`src/rtl/if_fetch_stage_pkg.sv`:
```
// Shared definitions for the instruction-fetch stage: bus width and FSM state encodings.
package if_fetch_stage_pkg;

    localparam int FS_TO_DS_BUS_WD = 65;

    typedef enum logic [1:0] {
        FS_REQ  = 2'd0,
        FS_WAIT = 2'd1,
        FS_FULL = 2'd2,
        FS_DROP = 2'd3
    } fs_state_e;

endpackage

```
`src/rtl/if_fetch_stage_npc_sel.sv`:
```
// fs_npc_sel: combinational next-PC priority mux.
// Priority: flush > slot-done branch > pending branch > pc+4.
module if_fetch_stage_npc_sel (
    input  logic        i_flush,
    input  logic [31:0] i_ex_pc,
    input  logic        i_br_now,
    input  logic [31:0] i_br_target,
    input  logic        i_pend,
    input  logic [31:0] i_pend_target,
    input  logic [31:0] i_pc,
    output logic [31:0] o_npc
);

    always_comb begin
        o_npc = i_pc + 32'd4;
        if (i_flush) begin
            o_npc = i_ex_pc;
        end else if (i_br_now) begin
            o_npc = i_br_target;
        end else if (i_pend) begin
            o_npc = i_pend_target;
        end
    end

endmodule

```
`src/rtl/if_fetch_stage.sv`:
```
// Instruction-fetch front end: one outstanding SRAM-like request, hands {ex, inst, pc} to ID.
// Optional FS_ADEL_CHECK_EN: misaligned fetch addresses become an AdEL bubble instead of a request.
module if_fetch_stage
    import if_fetch_stage_pkg::*;
#(
    parameter logic [31:0] RESET_PC = 32'hbfc00000
) (
    input  logic                       clk,
    input  logic                       resetn,
    input  logic                       ds_allowin,
    input  logic                       br_valid,
    input  logic                       br_taken,
    input  logic [31:0]                br_target,
    input  logic                       br_slot_done,
    input  logic                       ws_handle_ex,
    input  logic [31:0]                ex_pc,
    output logic                       inst_req,
    output logic                       inst_wr,
    output logic [1:0]                 inst_size,
    output logic [31:0]                inst_addr,
    output logic [31:0]                inst_wdata,
    input  logic                       inst_addr_ok,
    input  logic                       inst_data_ok,
    input  logic [31:0]                inst_rdata,
    output logic                       fs_to_ds_valid,
    output logic [FS_TO_DS_BUS_WD-1:0] fs_to_ds_bus
);

    fs_state_e   r_state;
    logic [31:0] r_npc;
    logic [31:0] r_pc;
    logic [31:0] r_inst;
    logic        r_br_pend;
    logic [31:0] r_br_target;

    logic        w_br_now;
    logic        w_pend_set;
    logic        w_redirect;
    logic        w_deliver;
    logic        w_addr_hs;
    logic        w_adel;
    logic        w_fs_ex;
    logic [31:0] w_npc_next;

    assign w_br_now   = br_valid & br_taken & br_slot_done & ~ws_handle_ex;
    assign w_pend_set = br_valid & br_taken & ~br_slot_done & ~ws_handle_ex;
    assign w_redirect = ws_handle_ex | w_br_now;
    assign w_deliver  = (r_state == FS_FULL) & ds_allowin;
    assign w_addr_hs  = inst_req & inst_addr_ok;

`ifdef FS_ADEL_CHECK_EN
    logic r_ex;
    assign w_adel  = |r_npc[1:0];
    assign w_fs_ex = r_ex;
`else
    assign w_adel  = 1'b0;
    assign w_fs_ex = 1'b0;
`endif

    // A branch leaving ID in the delivery cycle makes the delivered word its delay slot.
    if_fetch_stage_npc_sel u_npc_sel (
        .i_flush       (ws_handle_ex),
        .i_ex_pc       (ex_pc),
        .i_br_now      (w_br_now),
        .i_br_target   (br_target),
        .i_pend        (r_br_pend | w_pend_set),
        .i_pend_target (w_pend_set ? br_target : r_br_target),
        .i_pc          (r_pc),
        .o_npc         (w_npc_next)
    );

    assign inst_req       = resetn & (r_state == FS_REQ) & ~w_adel;
    assign inst_wr        = 1'b0;
    assign inst_size      = 2'b10;
    assign inst_addr      = r_npc;
    assign inst_wdata     = 32'd0;
    assign fs_to_ds_valid = (r_state == FS_FULL);
    assign fs_to_ds_bus   = {w_fs_ex, r_inst, r_pc};

    always_ff @(posedge clk or negedge resetn) begin
        if (!resetn) begin
            r_state     <= FS_REQ;
            r_npc       <= RESET_PC;
            r_pc        <= 32'd0;
            r_inst      <= 32'd0;
            r_br_pend   <= 1'b0;
            r_br_target <= 32'd0;
`ifdef FS_ADEL_CHECK_EN
            r_ex        <= 1'b0;
`endif
        end else begin
            if (w_redirect || w_deliver) begin
                r_npc     <= w_npc_next;
                r_br_pend <= 1'b0;
            end else if (w_pend_set) begin
                r_br_pend   <= 1'b1;
                r_br_target <= br_target;
            end

            unique case (r_state)
                FS_REQ: begin
                    if (w_redirect) begin
                        // An accepted request for the stale address must still be drained.
                        if (w_addr_hs) r_state <= FS_DROP;
                    end else if (w_adel) begin
                        r_state <= FS_FULL;
                        r_pc    <= r_npc;
                        r_inst  <= 32'd0;
`ifdef FS_ADEL_CHECK_EN
                        r_ex    <= 1'b1;
`endif
                    end else if (w_addr_hs) begin
                        r_state <= FS_WAIT;
                        r_pc    <= r_npc;
`ifdef FS_ADEL_CHECK_EN
                        r_ex    <= 1'b0;
`endif
                    end
                end
                FS_WAIT: begin
                    if (inst_data_ok) begin
                        r_state <= w_redirect ? FS_REQ : FS_FULL;
                        r_inst  <= inst_rdata;
                    end else if (w_redirect) begin
                        r_state <= FS_DROP;
                    end
                end
                FS_FULL: begin
                    if (w_redirect || ds_allowin) r_state <= FS_REQ;
                end
                FS_DROP: begin
                    if (inst_data_ok) r_state <= FS_REQ;
                end
                default: r_state <= FS_REQ;
            endcase
        end
    end

endmodule

```
`config.mk`:
```
export PLATFORM = sky130hd
export DESIGN_NAME = if_fetch_stage
export DESIGN_NICKNAME = d
export VERILOG_FILES = /design/src/rtl/if_fetch_stage_pkg.sv /design/src/rtl/if_fetch_stage_npc_sel.sv /design/src/rtl/if_fetch_stage.sv
export SDC_FILE = /design/constraint.sdc
export NUM_CORES = 1
export LEC_CHECK = 0
export BUFFER_PORTS_ARGS = -buffer_cell sky130_fd_sc_hd__buf_2
export CAP_MARGIN = 20
export CELL_PAD_IN_SITES_DETAIL_PLACEMENT = 1
export CELL_PAD_IN_SITES_GLOBAL_PLACEMENT = 1
export CORE_MARGIN = 1
export CORE_UTILIZATION = 39
export DETAILED_ROUTE_END_ITERATION = 10
export PLACE_DENSITY = 0.91
export SYNTH_ARGS = -nofsm -noshare
export SYNTH_HDL_FRONTEND = slang
export SYNTH_SLANG_ARGS = --single-unit
```
`constraint.sdc`:
```
create_clock -name clk -period 2.4 [get_ports clk]
set_clock_uncertainty 0.2 [all_clocks]
set_input_delay 0.36 -clock clk [delete_from_list [all_inputs] [get_ports clk]]
set_output_delay 0.36 -clock clk [all_outputs]
set_load 0.03 [all_outputs]
```
==> metrics.yaml, run 1 <==
layout:
  nets: 1044
  antenna_cells: 0
  area_delta_synth_final_pct: 35.62
  layout-drive-gt1-share: 0.3996
grt:
  antenna_found_initial: 0
  grt_overflow: 0
  grt_usage: 0.2993
  grt_pass1_vias: 7259
  grt_first_pass_wirelength_mm: 41.38
  grt_start_max_net_pins: 132
clock_tree:
  cts_hold_buf: 60
  cts_sinks: 131
  post_cts_buffers: 0
  cts-root-buf: "clkbuf_16"
  cts.repair.resized: 0
  h-tree-depth: 4
  cts_buffers: 17
  path_clk_slew_ns: 0.06
  clock_latency_ns: 0.44
  tritoncts: "done"
  ctsLongestPathBuffers: 2
yosys:
  synthArstFlopShare: 1.000
  synthTopCellsByArea: "dfrtp_1, mux2_2, buf_4"
  synth-main-ff-cell: "dfrtp_1"
  yosys.area.top_type_share: 0.4326
  ys_warn_count: 0
  ys_ff_latch: 131
  synth-edff-count: 0
  syn_area_sq_um: 7057
  synth_cells: 664
  yosysTopAreaCell: "dfrtp_1"
  synth_cell_types: 69
  synth_area_per_cell_sq_um: 10.63
  synth_most_common_cell: "dfrtp_1"
  yosysSeqAreaShare: 0.4661
  synthTopCellsByCount: "dfrtp_1, mux2_2, nor2_1"
power_and_ir_drop:
  power_frac_comb: 0.417
  p_seq_frac: 0.349
  switchingPower_w: 0.004885
  powerDensity_nw_per_um2: 1178
  p_leak_nw: 4.386
  power_frac_clock: 0.234
  peakVddDrop_v: 0.0007869
  p_int_w: 0.006388
  power.share.switching: 0.4334
  total_power_w: 0.01127
floorplanning:
  dieArea_sq_um: 18640
  ioPinCount: 239
  core_area_sq_um: 17480
  die_h_um: 136.5
  start_util: 0.4038
  placementRows: 48
  die_w_um: 136.5
setup_path:
  cp_max_fo: 8
  worst_setup_path_end_kind: "register"
  max_stage_delay_ns: 0.53
  cp_num_buf_inv: 0
  reg2reg_from: "r_state[0]"
  slowest_stage: "o21ai_1"
  critical_path_class: "reg -> reg"
  worstSetupStartpointType: "register"
  path_cells: "and3b_1 > o21ai_1 > o22ai_1 > or3_1 > a32oi_1"
  required_ns: 2.55
  worstRegToRegCells: 5
  crit_family: "compound AO/OA/AOI/OAI gates"
  reg2reg_to: "inst_addr[31]"
  reg2reg_slack_ns: 0.11
  worst-endpoint-arrival_ns: 2.44
timing:
  worst_pin_slew_ns: 0.8273
  setup_tns_ns: 0
  hold_violations: 0
  fin_crit_ns: 2.291
  fin_crit_sh: 0.9545
  fmax_mhz: 436.5
  slew_headroom: 0.4485
  rsz0062_at_grt: "false"
  slew_violations: 0
  finalSetupViolCount: 0
run_status:
  status: "complete, no violations"
route:
  finalWirelength_mm: 26.84
  firstDrtPassIters: 5
  drt-initial-drc-count: 422
  routed-via-count: 6667
  postRouteAntennaNets: 0
  wl_per_cell_um: 22.82
  drcViolationCount: 0
  avgViaCountPerCell: 5.669
place:
  portBuffers: 202
  gp_congestion: 0.8453
  hpwl_mm: 17.69
min_path:
  worstHoldEndpoint: "r_br_target[7]"
  hp-class: "in -> reg"
  hold_depth: 2
  hp-start: "br_target[7]"
run:
  cap_violations: 0
layout by cell type, fill, tap and decap left out, types with 16 or more instances in the layout:
cell	n
a21oi_1	22
buf_2	201
buf_4	34
clkbuf_16	17
conb_1	36
dfrtp_1	122
dlygate4sd3_1	60
mux2_2	85
nand2_1	40
nor2_1	49
o21ai_0	16
through the flow:
| step | cell area (sq um) | utilization | hold slack, ns | setup WS (ns) | instances |
|---|---|---|---|---|---|
| 2_1_floorplan | 7189 | - | -0.1356 | 0.2707 | 698 |
| 3_3_place_gp | 8372 | 0.4790 | 0.2564 | 0.1155 | 1084 |
| 3_5_place_dp | 8372 | 0.4790 | 0.2718 | 0.02374 | 1084 |
| 4_1_cts | 9570 | 0.5476 | 0.005607 | 0.1239 | 1176 |
| 5_1_grt | 9570 | 0.5476 | 0.009161 | 0.02950 | 1176 |
| 6_report | 9570 | 0.5476 | 0.01225 | 0.1092 | 1176 |
cell families (layout without fill, tap and decap cells):
family	count (synthesis)	in the layout	share of synthesized area
simple gates	194	194	0.1534
buf+inv	87	340	0.06879
xor+xnor	19	19	0.02358
compound gates	131	131	0.1282
mux	99	99	0.1571
flops	131	131	0.4661
other cells	2	36	0.001064
fa+ha+maj	1	1	0.001773
power by group through the flow:
stage	clock network [W]	logic, W	registers [W]
after CTS	0.00265	0.00463	0.00388
after floorplan	0	0.00165	0.00507
final	0.00264	0.00470	0.00393
after global placement	0	0.00439	0.00381
after global routing	0.00276	0.00497	0.00404
after detailed placement	0	0.00452	0.00389
layer usage:
layer  part of all wire  vias up  GRT usage
met5                  0        -          0
met4              0.022        0     0.1043
li1                   -     2911          -
met1               0.40     3386     0.3655
met3              0.062       52    0.06407
met2               0.52      318     0.5195
state kept, by name, indices dropped and copies added, names as in the netlist:
register and count:
inst_addr 32, r_br_target 32, r_inst 32, r_pc 32, r_state 2, r_br_pend 1
final cells by class:
class / count / area, sq um
Clock buffer: 20 / 466.7
Inverter: 9 / 33.78
Fill cell: 1948 / 7906
Timing Repair Buffer: 299 / 1942
Tap cell: 225 / 281.5
Multi-Input combinational cell: 480 / 3426
Sequential cell: 131 / 3289
Clock inverter: 12 / 131.4
worst max path at each step:
stage	start	endpoint	slack, ns	depth (start not counted)
2_1_floorplan	r_pc[8]	inst_addr[18]	0.27	7
3_3_place_gp	br_valid	inst_addr[27]	0.12	6
3_5_place_dp	ws_handle_ex	inst_addr[27]	0.02	6
4_1_cts	r_state[0]	inst_addr[31]	0.12	5
5_1_grt	r_state[0]	inst_addr[31]	0.03	5
6_report	r_state[0]	inst_addr[31]	0.11	5
Power figures use the tool's default switching activity.
==> run 2: changes to the inputs <==
--- a/config.mk
+++ b/config.mk
@@ -12,6 +12,7 @@
 export CORE_MARGIN = 1
 export CORE_UTILIZATION = 39
 export DETAILED_ROUTE_END_ITERATION = 10
+export MAX_ROUTING_LAYER = met4
 export PLACE_DENSITY = 0.91
 export SYNTH_ARGS = -nofsm -noshare
 export SYNTH_HDL_FRONTEND = slang
==> run 2 against run 1 <==
  * Maximum frequency down 0.40%
  * Utilization did not move
  * Clock power about the same
  * Global-route usage grew 0.93 points
  * Total power is 0.15% higher
  * Combinational power about the same
  * Design area unchanged
  * Clock-buffer cell count unchanged
==> metrics.yaml, run 2 (synthesized netlist as in run 1, its figures left out) <==
run_status:
  status: "complete, no violations"
place:
  hpwl_mm: 17.69  # unchanged
  gp_congestion: 0.8585  # +1.6%
  dp.cells: 1084  # unchanged
  portBuffers: 202  # unchanged
route:
  drt-initial-drc-count: 408  # -3.3%
  routed-via-count: 6699  # +0.48%
  wl_per_cell_um: 22.93  # +0.48%
  finalWirelength_mm: 26.97  # +0.48%
  avgViaCountPerCell: 5.696  # +0.48%
  firstDrtPassIters: 5  # unchanged
  drcViolationCount: 0  # unchanged
  postRouteAntennaNets: 0  # unchanged
power_and_ir_drop:
  total_power_w: 0.01129  # +0.15%
  peakVddDrop_v: 0.0007880  # +0.14%
  powerDensity_nw_per_um2: 1180  # +0.15%
  switchingPower_w: 0.004902  # +0.35%
  p_seq_frac: 0.349  # about the same
  power_frac_clock: 0.234  # about the same
  p_int_w: 0.006388  # about the same
  p_leak_nw: 4.386  # unchanged
  power.share.switching: 0.4342  # +0.0008503
  power_frac_comb: 0.417  # about the same
setup_path:
  critical_path_class: "reg -> reg"
  path_cells: "and3b_1 > o21ai_1 > o22ai_1 > or3_1 > a32oi_1"
  slowest_stage: "o21ai_1"
  required_ns: 2.55  # about the same
  reg2reg_slack_ns: 0.1  # about the same
  worst-endpoint-arrival_ns: 2.45  # about the same
  reg2reg_from: "r_state[0]"
  crit_start: "r_state[0]"
  cp_max_fo: 8  # unchanged
  crit_family: "compound AO/OA/AOI/OAI gates"
  worstSetupStartpointType: "register"
  cp_num_buf_inv: 0  # unchanged
  max_stage_delay_ns: 0.54  # about the same
  worst_setup_path_end_kind: "register"
layout:
  final_cells: 1176  # unchanged
  area_delta_synth_final_pct: 35.62  # unchanged
  layout_commonest_cell: "buf_2"
  final_cell_mix: "buf_2, dfrtp_1, mux2_2, dlygate4sd3_1, nor2_1"
  antenna_cells: 0  # unchanged
  layout-drive-gt1-share: 0.3996  # unchanged
  nets: 1044  # unchanged
  utilization: 0.5476  # unchanged
timing:
  fin_crit_ns: 2.300  # +0.009216 ns
  worst_pin_slew_ns: 0.8481  # +0.02081 ns
  fmax_mhz: 434.8  # -0.40%
  finalSetupViolCount: 0  # unchanged
  setup_tns_ns: 0  # unchanged
  fin_crit_sh: 0.9584  # +0.003840
  slew_headroom: 0.4325  # -0.01596
  rsz0062_at_grt: "false"
  slew_violations: 0  # unchanged
  hold_violations: 0  # unchanged
clock_tree:
  cts-root-buf: "clkbuf_16"
  clock_latency_ns: 0.44  # about the same
  ctsLongestPathBuffers: 2  # unchanged
  cts_buffers: 17  # unchanged
  path_clk_slew_ns: 0.06  # about the same
  cts_sinks: 131  # unchanged
  h-tree-depth: 4  # unchanged
  post_cts_buffers: 0  # unchanged
  tritoncts: "done"
min_path:
  hp-class: "in -> reg"
  hp-start: "br_target[7]"
grt:
  antenna_found_initial: 0  # unchanged
  grt_usage: 0.3085  # +0.009263
  grt_first_pass_wirelength_mm: 41.38  # unchanged
  grt_overflow: 0  # unchanged
  grt_pass1_vias: 7268  # +0.12%
  grt_start_max_net_pins: 132  # unchanged
floorplanning:
  core_area_sq_um: 17480  # unchanged
  die_h_um: 136.5  # unchanged
  placementRows: 48  # unchanged
  dieArea_sq_um: 18640  # unchanged
  start_util: 0.4038  # unchanged
  ioPinCount: 239  # unchanged
  die_w_um: 136.5  # unchanged
run:
  cap_violations: 0  # unchanged
==> run 2: cell counts in the layout (fill, tap and decap cells not counted) <==
Identical to the previous run, type by type.
==> run 2: final cells by class <==
cell class,instances,area (sq um)
Tap cell,225,281.5
Multi-Input combinational cell,480,3426
Clock inverter,12,131.4
Fill cell,1948,7906
Sequential cell,131,3289
Inverter,9,33.78
Timing Repair Buffer,299,1942
Clock buffer,20,466.7
==> run 2: per-layer routing <==
metal / part of all wire / up-vias / global-route usage / routed length (um)
li1: - / 2913 / - / -
met1: 0.40 / 3407 / 0.3660 / 10850
met2: 0.51 / 321 / 0.5214 / 13870
met3: 0.061 / 58 / 0.06296 / 1652
met4: 0.022 / 0 / 0.1031 / 600
met5: 0 / - / - / 0
==> run 2: worst paths after layout <==
path,endpoint,depth (start not counted)
min reg2reg,r_br_target[16],1
min,r_br_target[7],2
max,inst_addr[31],5
max in group asynchronous,inst_addr[6],3
max reg2reg,inst_addr[31],5
min in group asynchronous,r_br_target[13],3
==> run 2: through the flow <==
stage / setup WS (ns) / cell area, sq um / hold slack, ns
2_1_floorplan: 0.2707 / 7189 / -0.1356
3_3_place_gp: 0.1155 / 8372 / 0.2564
3_5_place_dp: 0.02374 / 8372 / 0.2718
4_1_cts: 0.1239 / 9570 / 0.005607
5_1_grt: 0.02950 / 9570 / 0.007572
6_report: 0.09994 / 9570 / 0.01256
==> run 2: power by group through the flow <==
stage	logic, W	registers, W	clock network (W)
floorplan	0.00165	0.00507	0
global route	0.00496	0.00404	0.00276
finish	0.00471	0.00394	0.00264
CTS	0.00463	0.00388	0.00265
detailed placement	0.00452	0.00389	0
global placement	0.00439	0.00381	0
==> run 2: worst register-to-register path: stages, from the launching register on <==
cell     delay [ns]
dfrtp_1        0.48
and3b_1        0.33
o21ai_1        0.54
o22ai_1        0.16
or3_1          0.32
a32oi_1        0.18
==> run 2: what timing repair did <==
item / CTS / global route
resized for setup: 0 / 0
hold buffers: 60 / 0
endpoints found under the hold margin: 181 / 0
==> run 3: changes to the inputs <==
--- a/config.mk
+++ b/config.mk
@@ -10,10 +10,10 @@
 export CELL_PAD_IN_SITES_DETAIL_PLACEMENT = 1
 export CELL_PAD_IN_SITES_GLOBAL_PLACEMENT = 1
 export CORE_MARGIN = 1
-export CORE_UTILIZATION = 39
+export CORE_UTILIZATION = 42
 export DETAILED_ROUTE_END_ITERATION = 10
 export MAX_ROUTING_LAYER = met4
-export PLACE_DENSITY = 0.91
+export PLACE_DENSITY = 0.95
 export SYNTH_ARGS = -nofsm -noshare
 export SYNTH_HDL_FRONTEND = slang
 export SYNTH_SLANG_ARGS = --single-unit
==> constraint.sdc (replaced) <==
create_clock -name clk -period 2.8 [get_ports clk]
set_clock_uncertainty 0.2 [all_clocks]
set_input_delay 0.42 -clock clk [delete_from_list [all_inputs] [get_ports clk]]
set_output_delay 0.42 -clock clk [all_outputs]
set_load 0.03 [all_outputs]
==> run 3 against run 2 <==
  * The run now ends with negative hold slack left
  * Design area shrank 7.3%
  * First-iteration DRC count grew 17%
  * Clock-buffer cell count shrank 2
  * Worst setup slack gained 0.27 ns
  * Die area shrank 7.0%
  * Critical endpoint is now inst_addr[7]
==> metrics.yaml, run 3 (synthesized netlist as in run 1, its figures left out) <==
run_status:
  status: "complete, but fails checks"
  violations: "negative hold slack"
setup_path:
  worstSetupStartpointType: "register"
  required_ns: 2.96  # +0.41 ns
  worst_path_most_repeated_cell: "a31oi_1"
  slowest_stage: "dfrtp_1"
  critical_path_class: "reg -> reg"
  cp_max_fo: 20  # +12
  worst_setup_path_end_kind: "register"
  max_stage_delay_ns: 0.67  # +0.13 ns
  worst-endpoint-arrival_ns: 2.59  # +0.14 ns
  path_cells: "buf_4 > a2111oi_0 > a31oi_1 > a31oi_1 > o22a_1"
route:
  wl_per_cell_um: 22.12  # -3.5%
  drcViolationCount: 0  # unchanged
  drt-initial-drc-count: 477  # +17%
  firstDrtPassIters: 5  # unchanged
  postRouteAntennaNets: 0  # unchanged
  routed-via-count: 6387  # -4.7%
  finalWirelength_mm: 24.40  # -9.5%
  avgViaCountPerCell: 5.791  # +1.7%
place:
  gp_congestion: 0.8857  # +3.2%
  portBuffers: 202  # unchanged
  hpwl_mm: 17.04  # -3.7%
clock_tree:
  path_clk_slew_ns: 0.06  # about the same
  clock_latency_ns: 0.43  # about the same
  tritoncts: "done"
  cts_sinks: 131  # unchanged
  cts.repair.resized: 0  # unchanged
  h-tree-depth: 4  # unchanged
  ctsLongestPathBuffers: 2  # unchanged
  cts-root-buf: "clkbuf_16"
  cts_buffers: 17  # unchanged
timing:
  slew_violations: 0  # unchanged
  hold_violations: 43  # +43
  worst_pin_slew_ns: 0.7790  # -0.06904 ns
  slew_headroom: 0.4787  # +0.04620
  finalSetupViolCount: 0  # unchanged
  setup_tns_ns: 0  # unchanged
  fin_crit_sh: 0.8664  # -0.09197
  hold-worst-slack_ns: -0.03312  # -0.04567 ns
  fin_crit_ns: 2.426  # +0.1258 ns
  rsz0062_at_grt: "false"
  fmax_mhz: 412.2  # -5.2%
grt:
  grt_first_pass_wirelength_mm: 38.45  # -7.1%
  grt_pass1_vias: 6852  # -5.7%
  grt_start_max_net_pins: 132  # unchanged
  grt_overflow: 0  # unchanged
  grt_usage: 0.3000  # -0.008547
  antenna_found_initial: 2  # +2
floorplanning:
  placementRows: 47  # -2.1%
  dieArea_sq_um: 17320  # -7.0%
  die_h_um: 131.6  # -3.6%
  ioPinCount: 239  # unchanged
  start_util: 0.4286  # +0.02479
  core_area_sq_um: 16470  # -5.8%
  die_w_um: 131.6  # -3.6%
min_path:
  hp-class: "in -> async"
layout:
  layout_commonest_cell: "buf_2"
  area_delta_synth_final_pct: 25.67
  nets: 974  # -6.7%
  final_cell_mix: "buf_2, dfrtp_1, mux2_2, nor2_1, nand2_1"
  layout-drive-gt1-share: 0.4166  # +0.01699
power_and_ir_drop:
  peakVddDrop_v: 0.0006383  # -19%
  p_leak_nw: 4.073  # -7.1%
  powerDensity_nw_per_um2: 1064  # -9.8%
  total_power_w: 0.009440  # -16%
run:
  cap_violations: 0  # unchanged
[run 3: changes by cell type in the layout (fill, tap and decap cells not counted)]
cell / before / now
clkinvlp_4: 4 / 3
clkinv_4: 3 / 4
nor3b_2: 1 / 0
nor3b_1: 6 / 7
inv_6: 0 / 3
clkbuf_8: 3 / 1
nand3_2: 1 / 0
bufinv_16: 2 / 3
clkinv_2: 3 / 1
buf_12: 4 / 1
buf_4: 34 / 26
diode_2: 0 / 2
nand3_1: 15 / 16
dlygate4sd3_1: 60 / 1
[run 3: repair_timing]
item                                   CTS  global route
hold buffers                             1             0
endpoints found under the hold margin    1             0
buffers inserted                         0             0
[run 3: worst paths after layout]
path	cells after the start	slack, ns	start	endpoint
max	5	0.37	r_br_pend	inst_addr[7]
min	2	-0.03	resetn	r_pc[11]
max reg2reg	5	0.37	r_br_pend	inst_addr[7]
min reg2reg	1	0.30	r_br_target[25]	r_br_target[25]
max in group asynchronous	2	1.85	resetn	r_br_target[30]
min in group clk	2	0.02	inst_rdata[14]	r_inst[14]
[run 3: report_power, final]
part | internal (W) | switching (W) | total (W)
combinational | 0.00132 | 0.00234 | 0.00366
sequential | 0.00263 | 0.000794 | 0.00342
clock | 0.00143 | 0.000924 | 0.00236
total | 0.00538 | 0.00406 | 0.00944
[run 3: area by class of cell]
class,count,area (sq um)
clock inverters,14,178.9
flip-flops and latches,131,3289
clock buffers,18,439.2
well taps,220,275.3
repair buffers,229,1231
diodes,2,5.005
inverters,9,33.78
fillers,1919,7597
multi-input cells,480,3416
[run 3: routing by layer]
layer	GRT usage	vias to the layer above	share of wire
met5	-	-	0
met4	0.1331	0	0.034
met3	0.06752	66	0.065
met2	0.4947	299	0.51
met1	0.3498	3245	0.39
li1	-	2777	-
[run 3: worst max-delay path: cells and delay by family, from the launching register on]
| kind | cells | cell delay [ns] |
|---|---|---|
| buffers and inverters | 1 | 0.37 |
| AOI/OAI and AO/OA | 4 | 1.11 |
| DFF | 1 | 0.67 |
[run 3: through the flow]
stage,instance area (sq um),instances,worst slack (ns),util
2_1_floorplan,7184,698,0.3386,-
3_3_place_gp,8235,1068,0.5762,0.5002
3_5_place_dp,8235,1068,0.5539,0.5002
4_1_cts,8864,1101,0.4691,0.5383
5_1_grt,8869,1103,0.2687,0.5386
6_report,8869,1103,0.3741,0.5386
